`src/rtl/alu_pkg.sv`:
```
// alu_pkg: operation codes, operand-select codes and FSM states shared by the ALU subsystem.
package alu_pkg;
    localparam logic [2:0] ALU_ADD = 3'd0;
    localparam logic [2:0] ALU_SUB = 3'd1;
    localparam logic [2:0] ALU_AND = 3'd2;
    localparam logic [2:0] ALU_OR  = 3'd3;
    localparam logic [2:0] ALU_SLT = 3'd4;
    localparam logic [2:0] ALU_SLL = 3'd5;
    localparam logic [2:0] ALU_SRL = 3'd6;
    localparam logic [2:0] ALU_MUL = 3'd7;
    localparam logic [1:0] SRCA_PC   = 2'd0;
    localparam logic [1:0] SRCA_ACC  = 2'd1;
    localparam logic [1:0] SRCA_SP   = 2'd2;
    localparam logic [1:0] SRCA_ZERO = 2'd3;
    localparam logic [2:0] SRCB_INC = 3'd0;
    localparam logic [2:0] SRCB_SE  = 3'd1;
    localparam logic [2:0] SRCB_MDR = 3'd2;
    localparam logic [2:0] SRCB_ZE  = 3'd3;
    localparam logic [2:0] SRCB_SL1 = 3'd4;
    typedef enum logic {ST_IDLE, ST_MULT} state_t;
endpackage

```
`src/rtl/alu_mul_iter.sv`:
```
// alu_mul_iter: iterative shift-add multiplier, one partial product per clock.
// Ports: clk, rst (async, active high), load (latch a/b, clear accumulator, arm counter),
//        a/b operands, acc_next (accumulator value after the current step), last (current step is the final one).
module alu_mul_iter #(
    parameter int WIDTH = 16
) (
    input  logic             clk,
    input  logic             rst,
    input  logic             load,
    input  logic [WIDTH-1:0] a,
    input  logic [WIDTH-1:0] b,
    output logic [WIDTH-1:0] acc_next,
    output logic             last
);
    localparam int CW = $clog2(WIDTH) + 1;
    logic [WIDTH-1:0] a_q, a_d, b_q, b_d, acc_q, acc_d;
    logic [CW-1:0]    cnt_q, cnt_d;
    logic             run;
    always_comb begin
        run      = cnt_q != '0;
        acc_next = acc_q + (b_q[0] ? a_q : '0);
        last     = cnt_q == CW'(1);
        a_d      = load ? a  : run ? a_q << 1 : a_q;
        b_d      = load ? b  : run ? b_q >> 1 : b_q;
        acc_d    = load ? '0 : run ? acc_next : acc_q;
        cnt_d    = load ? CW'(WIDTH) : run ? cnt_q - CW'(1) : cnt_q;
    end
    always_ff @(posedge clk or posedge rst) begin
        if (rst) begin
            a_q   <= '0;
            b_q   <= '0;
            acc_q <= '0;
            cnt_q <= '0;
        end else begin
            a_q   <= a_d;
            b_q   <= b_d;
            acc_q <= acc_d;
            cnt_q <= cnt_d;
        end
    end
endmodule

```
`src/rtl/alu_sub_seq.sv`:
```
// alu_sub_seq: operand muxing, 8-op ALU with iterative MUL, registered result and flags.
// Ports: CLK, reset (async, active high); PC/ACC/SP/MDR/SE/ZE/SL1 operand sources;
//        SrcA/SrcB/ALUOp selects; start request; Out (combinational result);
//        aluOut/Zero/Carry/Ovf registered result and flags; busy (MUL iterating); done (result pulse).
module alu_sub_seq
    import alu_pkg::*;
#(
    parameter int WIDTH     = 16,
    parameter int INC_CONST = 2,
    parameter int SHW       = $clog2(WIDTH)
) (
    input  logic             CLK,
    input  logic             reset,
    input  logic [WIDTH-1:0] PC,
    input  logic [WIDTH-1:0] ACC,
    input  logic [WIDTH-1:0] SP,
    input  logic [WIDTH-1:0] MDR,
    input  logic [WIDTH-1:0] SE,
    input  logic [WIDTH-1:0] ZE,
    input  logic [WIDTH-1:0] SL1,
    input  logic [1:0]       SrcA,
    input  logic [2:0]       SrcB,
    input  logic [2:0]       ALUOp,
    input  logic             start,
    output logic [WIDTH-1:0] Out,
    output logic [WIDTH-1:0] aluOut,
    output logic             Zero,
    output logic             Carry,
    output logic             Ovf,
    output logic             busy,
    output logic             done
);
    localparam int M = WIDTH - 1;
    state_t           state_q, state_d;
    logic [WIDTH-1:0] alu_out_q, alu_out_d, a, b, diff, res, mul_next;
    logic [WIDTH:0]   sum;
    logic             zero_q, zero_d, carry_q, carry_d, ovf_q, ovf_d, done_q, done_d;
    logic             carry_c, ovf_c, take, single, mul_load, mul_last;
    alu_mul_iter #(.WIDTH(WIDTH)) u_mul (
        .clk     (CLK),
        .rst     (reset),
        .load    (mul_load),
        .a       (a),
        .b       (b),
        .acc_next(mul_next),
        .last    (mul_last)
    );
    always_comb begin
        a = SrcA == SRCA_PC  ? PC  :
            SrcA == SRCA_ACC ? ACC :
            SrcA == SRCA_SP  ? SP  : '0;
        b = SrcB == SRCB_INC ? WIDTH'(INC_CONST) :
            SrcB == SRCB_SE  ? SE  :
            SrcB == SRCB_MDR ? MDR :
            SrcB == SRCB_ZE  ? ZE  :
            SrcB == SRCB_SL1 ? SL1 : '0;
        sum  = {1'b0, a} + {1'b0, b};
        diff = a - b;
        res = ALUOp == ALU_ADD ? sum[M:0] :
              ALUOp == ALU_SUB ? diff :
              ALUOp == ALU_AND ? a & b :
              ALUOp == ALU_OR  ? a | b :
              ALUOp == ALU_SLT ? WIDTH'($signed(a) < $signed(b)) :
              ALUOp == ALU_SLL ? a << b[SHW-1:0] :
              ALUOp == ALU_SRL ? a >> b[SHW-1:0] : '0;
        // Carry on SUB means "no borrow", i.e. A >= B unsigned.
        carry_c = ALUOp == ALU_ADD ? sum[WIDTH] : ALUOp == ALU_SUB ? a >= b : 1'b0;
        ovf_c = ALUOp == ALU_ADD ? (a[M] == b[M]) && (sum[M] != a[M]) :
                ALUOp == ALU_SUB ? (a[M] != b[M]) && (diff[M] != a[M]) : 1'b0;
        Out      = res;
        take     = state_q == ST_IDLE && start;
        single   = take && ALUOp != ALU_MUL;
        mul_load = take && ALUOp == ALU_MUL;
    end
    always_comb begin
        state_d   = state_q;
        alu_out_d = alu_out_q;
        zero_d    = zero_q;
        carry_d   = carry_q;
        ovf_d     = ovf_q;
        done_d    = 1'b0;
        if (single) begin
            alu_out_d = res;
            zero_d    = res == '0;
            carry_d   = carry_c;
            ovf_d     = ovf_c;
            done_d    = 1'b1;
        end
        if (mul_load)
            state_d = ST_MULT;
        // The final step's accumulator is committed on the same edge the counter expires.
        if (state_q == ST_MULT && mul_last) begin
            state_d   = ST_IDLE;
            alu_out_d = mul_next;
            zero_d    = mul_next == '0;
            carry_d   = 1'b0;
            ovf_d     = 1'b0;
            done_d    = 1'b1;
        end
    end
    always_ff @(posedge CLK or posedge reset) begin
        if (reset) begin
            state_q   <= ST_IDLE;
            alu_out_q <= '0;
            zero_q    <= 1'b0;
            carry_q   <= 1'b0;
            ovf_q     <= 1'b0;
            done_q    <= 1'b0;
        end else begin
            state_q   <= state_d;
            alu_out_q <= alu_out_d;
            zero_q    <= zero_d;
            carry_q   <= carry_d;
            ovf_q     <= ovf_d;
            done_q    <= done_d;
        end
    end
    assign aluOut = alu_out_q;
    assign Zero   = zero_q;
    assign Carry  = carry_q;
    assign Ovf    = ovf_q;
    assign busy   = state_q == ST_MULT;
    assign done   = done_q;
endmodule

```
`config.mk`:
```
export PLATFORM = sky130hd
export DESIGN_NAME = alu_sub_seq
export DESIGN_NICKNAME = d
export VERILOG_FILES = /design/src/rtl/alu_pkg.sv /design/src/rtl/alu_mul_iter.sv /design/src/rtl/alu_sub_seq.sv
export SDC_FILE = /design/constraint.sdc
export NUM_CORES = 1
export LEC_CHECK = 0
export BUFFER_PORTS_ARGS = -buffer_cell sky130_fd_sc_hd__buf_2
export CORE_AREA = 2 2 125 139
export DETAILED_ROUTE_END_ITERATION = 12
export DIE_AREA = 0 0 127 141
export PLACE_DENSITY_LB_ADDON = 0.25
export SYNTH_ARGS = -nofsm -noshare
export SYNTH_HDL_FRONTEND = slang
export SYNTH_SLANG_ARGS = --single-unit
```
`constraint.sdc`:
```
create_clock -name CLK -period 12.7 [get_ports CLK]
set_input_delay 0.635 -clock CLK [delete_from_list [all_inputs] [get_ports CLK]]
set_output_delay 0.635 -clock CLK [all_outputs]
set_load 0.02 [all_outputs]
```
==> run summary <==
final setup skew = 0.00689 ns
Post-CTS Setup Bufs = 0
worst endpoint data arrival time = 5.64 ns
Post-Syn Instances = 1,196
fill cell total of the finished layout = 1,543
commonest non-fill, non-tap cell in the layout = sky130_fd_sc_hd__buf_2
final worst-path cycle share = 49.4%
clock insertion delay at the later pin of the skew report = 0.34 ns
dominant cells by area after synthesis = sky130_fd_sc_hd__dfrtp_1, sky130_fd_sc_hd__ha_1, sky130_fd_sc_hd__mux2i_1, sky130_fd_sc_hd__nand2_1, sky130_fd_sc_hd__nor2_1
Setup crit start kind = input port
net count reported at finish = 1,498
HPWL after DPL = 25,600 µm
Mapped Area = 8900 µm²
synthesis-to-layout area growth = 13.0%
Site Rows = 50
class of the tightest hold or removal check = register to register
total number of vias = 9,908
Synthesis Warnings = 0
fraction of registers with async set or reset after synthesis = 100%
most used cells in the layout excluding fill and tap cells = sky130_fd_sc_hd__buf_2, sky130_fd_sc_hd__nand2_1, sky130_fd_sc_hd__nor2_1
die width = 127 µm
RePlAce Congestion = 1.06
final-report hold violation count = 0
post-route antenna net violation count = 0
leading area contributor after synthesis = sky130_fd_sc_hd__dfrtp_1
combined global-route utilization of all metal layers = 37.0%
I/O pin count = 160
setup repair after global routing missed its margin = false
# resized after CTS = 0
CP Max Fanout = 30
count of pins over their slew limit = 0
minimum clock period = 6.28 ns
storage element area = 1850 µm²
Inserted Clock Buffers = 9
fraction of layout instances using a drive strength above 1 = 18.2%
relative max-transition margin = 15.8%
unique cell type count in the Yosys netlist = 72
maximum vdd drop = 0.136 mV
# setup viols final = 0
first-iteration detailed-routing DRC count = 1,198
CP Cell Sequence = buf_2 -> mux2i_1 -> o211a_2 -> clkinv_1 -> ha_1 -> a211oi_1 -> o31ai_1 -> a21oi_1 -> o311a_1 -> or3_1 -> and3_1 -> a211oi_1 -> buf_2
final-layout setup total negative slack = 0 ns
Via density = 6.53
actual slew at the worst max-slew pin = 1.26 ns
number of maximum-capacitance violations = 0
CTS tree = yes
Synth Area per Inst = 7.44 µm²
Synth Net Count = 1,389
Highest Clock Rate = 159 MHz
Detailed Route WL = 33,800 µm
required time of the worst setup path = 12.06 ns
result of the run = finished, final reports clean
number of diodes = 0
share of the yosys chip area belonging to registers = 20.8%
DRC Markers = 0
first-pass GRT wire length = 51,700 µm
total core area = 16,600 µm²
clock slew at the register clock pins of the worst setup and hold paths = 0.06 ns
largest buffer count on any clock path = 2
CTS sink count = 74
Slowest Stage Delay on Critical Path = 0.82 ns
Worst Setup Path Type = input port to output port
iteration count of the initial detailed-routing pass = 7
gr ovfl total = 0
leakage component of the power = 4.72 nW
antenna violations before repair = 0
initial standard-cell utilization of the core = 53.5%
Clock Tree Root = sky130_fd_sc_hd__clkbuf_16
pin count of the biggest net entering global routing = 75
power density of the placed cells = 149 nW/µm²
Port-buffer cells = 159
number of global-route vias before repair = 9,093
die outline area = 17,900 µm²
H-tree level count = 3
Primary FF master, synth = sky130_fd_sc_hd__dfrtp_1
CP Capture Type = output port
area taken by multi-input logic gates = 6460 µm²
Util after Layout = 60.4%
height of the die = 141 µm
slowest CP cell = sky130_fd_sc_hd__clkinv_1
number of synthesized register bits = 74
number of flops mapped to enable cells by yosys = 0
average routed wire per standard cell = 22.3 µm
post-synth top area share = 20.8%
hold_buf cts = 0
synth_stat cells, types with 11 or more instances:
cell type and instances:
sky130_fd_sc_hd__mux2_2 18, sky130_fd_sc_hd__and2_1 23, sky130_fd_sc_hd__nand2_1 148, sky130_fd_sc_hd__a31oi_1 40, sky130_fd_sc_hd__nor2_1 141, sky130_fd_sc_hd__a211oi_1 20
sky130_fd_sc_hd__mux2i_1 58, sky130_fd_sc_hd__and3_1 11, sky130_fd_sc_hd__nor2b_1 14, sky130_fd_sc_hd__nand3_1 26, sky130_fd_sc_hd__o21ai_0 68, sky130_fd_sc_hd__clkbuf_1 57
sky130_fd_sc_hd__ha_1 67, sky130_fd_sc_hd__a21oi_1 80, sky130_fd_sc_hd__buf_2 12, sky130_fd_sc_hd__a22oi_1 31, sky130_fd_sc_hd__dfrtp_1 74, sky130_fd_sc_hd__xnor2_1 23
sky130_fd_sc_hd__nor3_1 21, sky130_fd_sc_hd__inv_1 54
path summary, 6_finish.rpt:
check	start	end	slack, ns	depth (start not counted)
worst max-delay path	SrcB[0]	Out[12]	6.42	13
worst min-delay path	aluOut[2]	aluOut[2]	0.51	1
worst max register to register	u_mul.b_q[0]	Zero	8.39	13
worst min register to register	aluOut[2]	aluOut[2]	0.51	1
max in group asynchronous	reset	aluOut[6]	11.50	3
min in group asynchronous	reset	u_mul.b_q[15]	0.58	3
kinds of logic after synthesis:
| kind of cell | after synthesis | synth area share [%] |
|---|---|---|
| buf+inv | 144 | 6.67 |
| mux | 76 | 8.80 |
| flops | 74 | 20.8 |
| compound gates | 369 | 28.4 |
| xor+xnor | 33 | 3.25 |
| simple gates | 430 | 22.0 |
| fa+ha+maj | 70 | 10.1 |
registers in the layout (all words and copies together) (netlist names), 5 cells and up:
name	cells
aluOut	16
u_mul.a_q	16
u_mul.acc_q	16
u_mul.b_q	16
u_mul.cnt_q	5
critical path, delay by kind of cell:
family                   cells  cell delay (ns)
AO/OA/AOI/OAI                6             2.05
adder cells (fa/ha/maj)      1             0.63
buffers and inverters        3             1.50
multiplexers                 1             0.24
AND/OR/NAND/NOR              2             0.55
layout make-up:
cell class | count | area share, %
clock inverters | 7 | 0.684
well taps | 208 | 2.59
repair buffers | 182 | 9.63
clock buffers | 9 | 2.24
inverters | 60 | 2.24
flip-flops and latches | 74 | 18.4
multi-input cells | 978 | 64.2
through the flow:
stage	total power, mW	hold WS [ns]	setup WS [ns]	instances	instance area [µm²]
after floorplan	0.964	0.469	7.64	1196	8900
after global placement	1.20	0.474	6.56	1502	9760
after detailed placement	1.21	0.489	6.50	1502	9760
after CTS	1.48	0.510	6.58	1518	10100
after global routing	1.59	0.522	6.20	1518	10100
final	1.50	0.515	6.42	1518	10100
per-layer routing:
layer	share of wire, %	routed length [µm]	vias to the layer above	track usage, %
met4	6.0	2030	0	18.5
met3	8.1	2750	138	5.16
met2	46	15500	544	61.2
met1	40	13500	4660	47.5
li1	-	-	4566	-
met5	0	0	-	0
power breakdown:
group / internal (mW) / switching, mW
Clock: 0.152 / 0.104
Combinational: 0.308 / 0.533
Sequential: 0.332 / 0.0672
No activity file was read; power rests on OpenSTA's default activity.
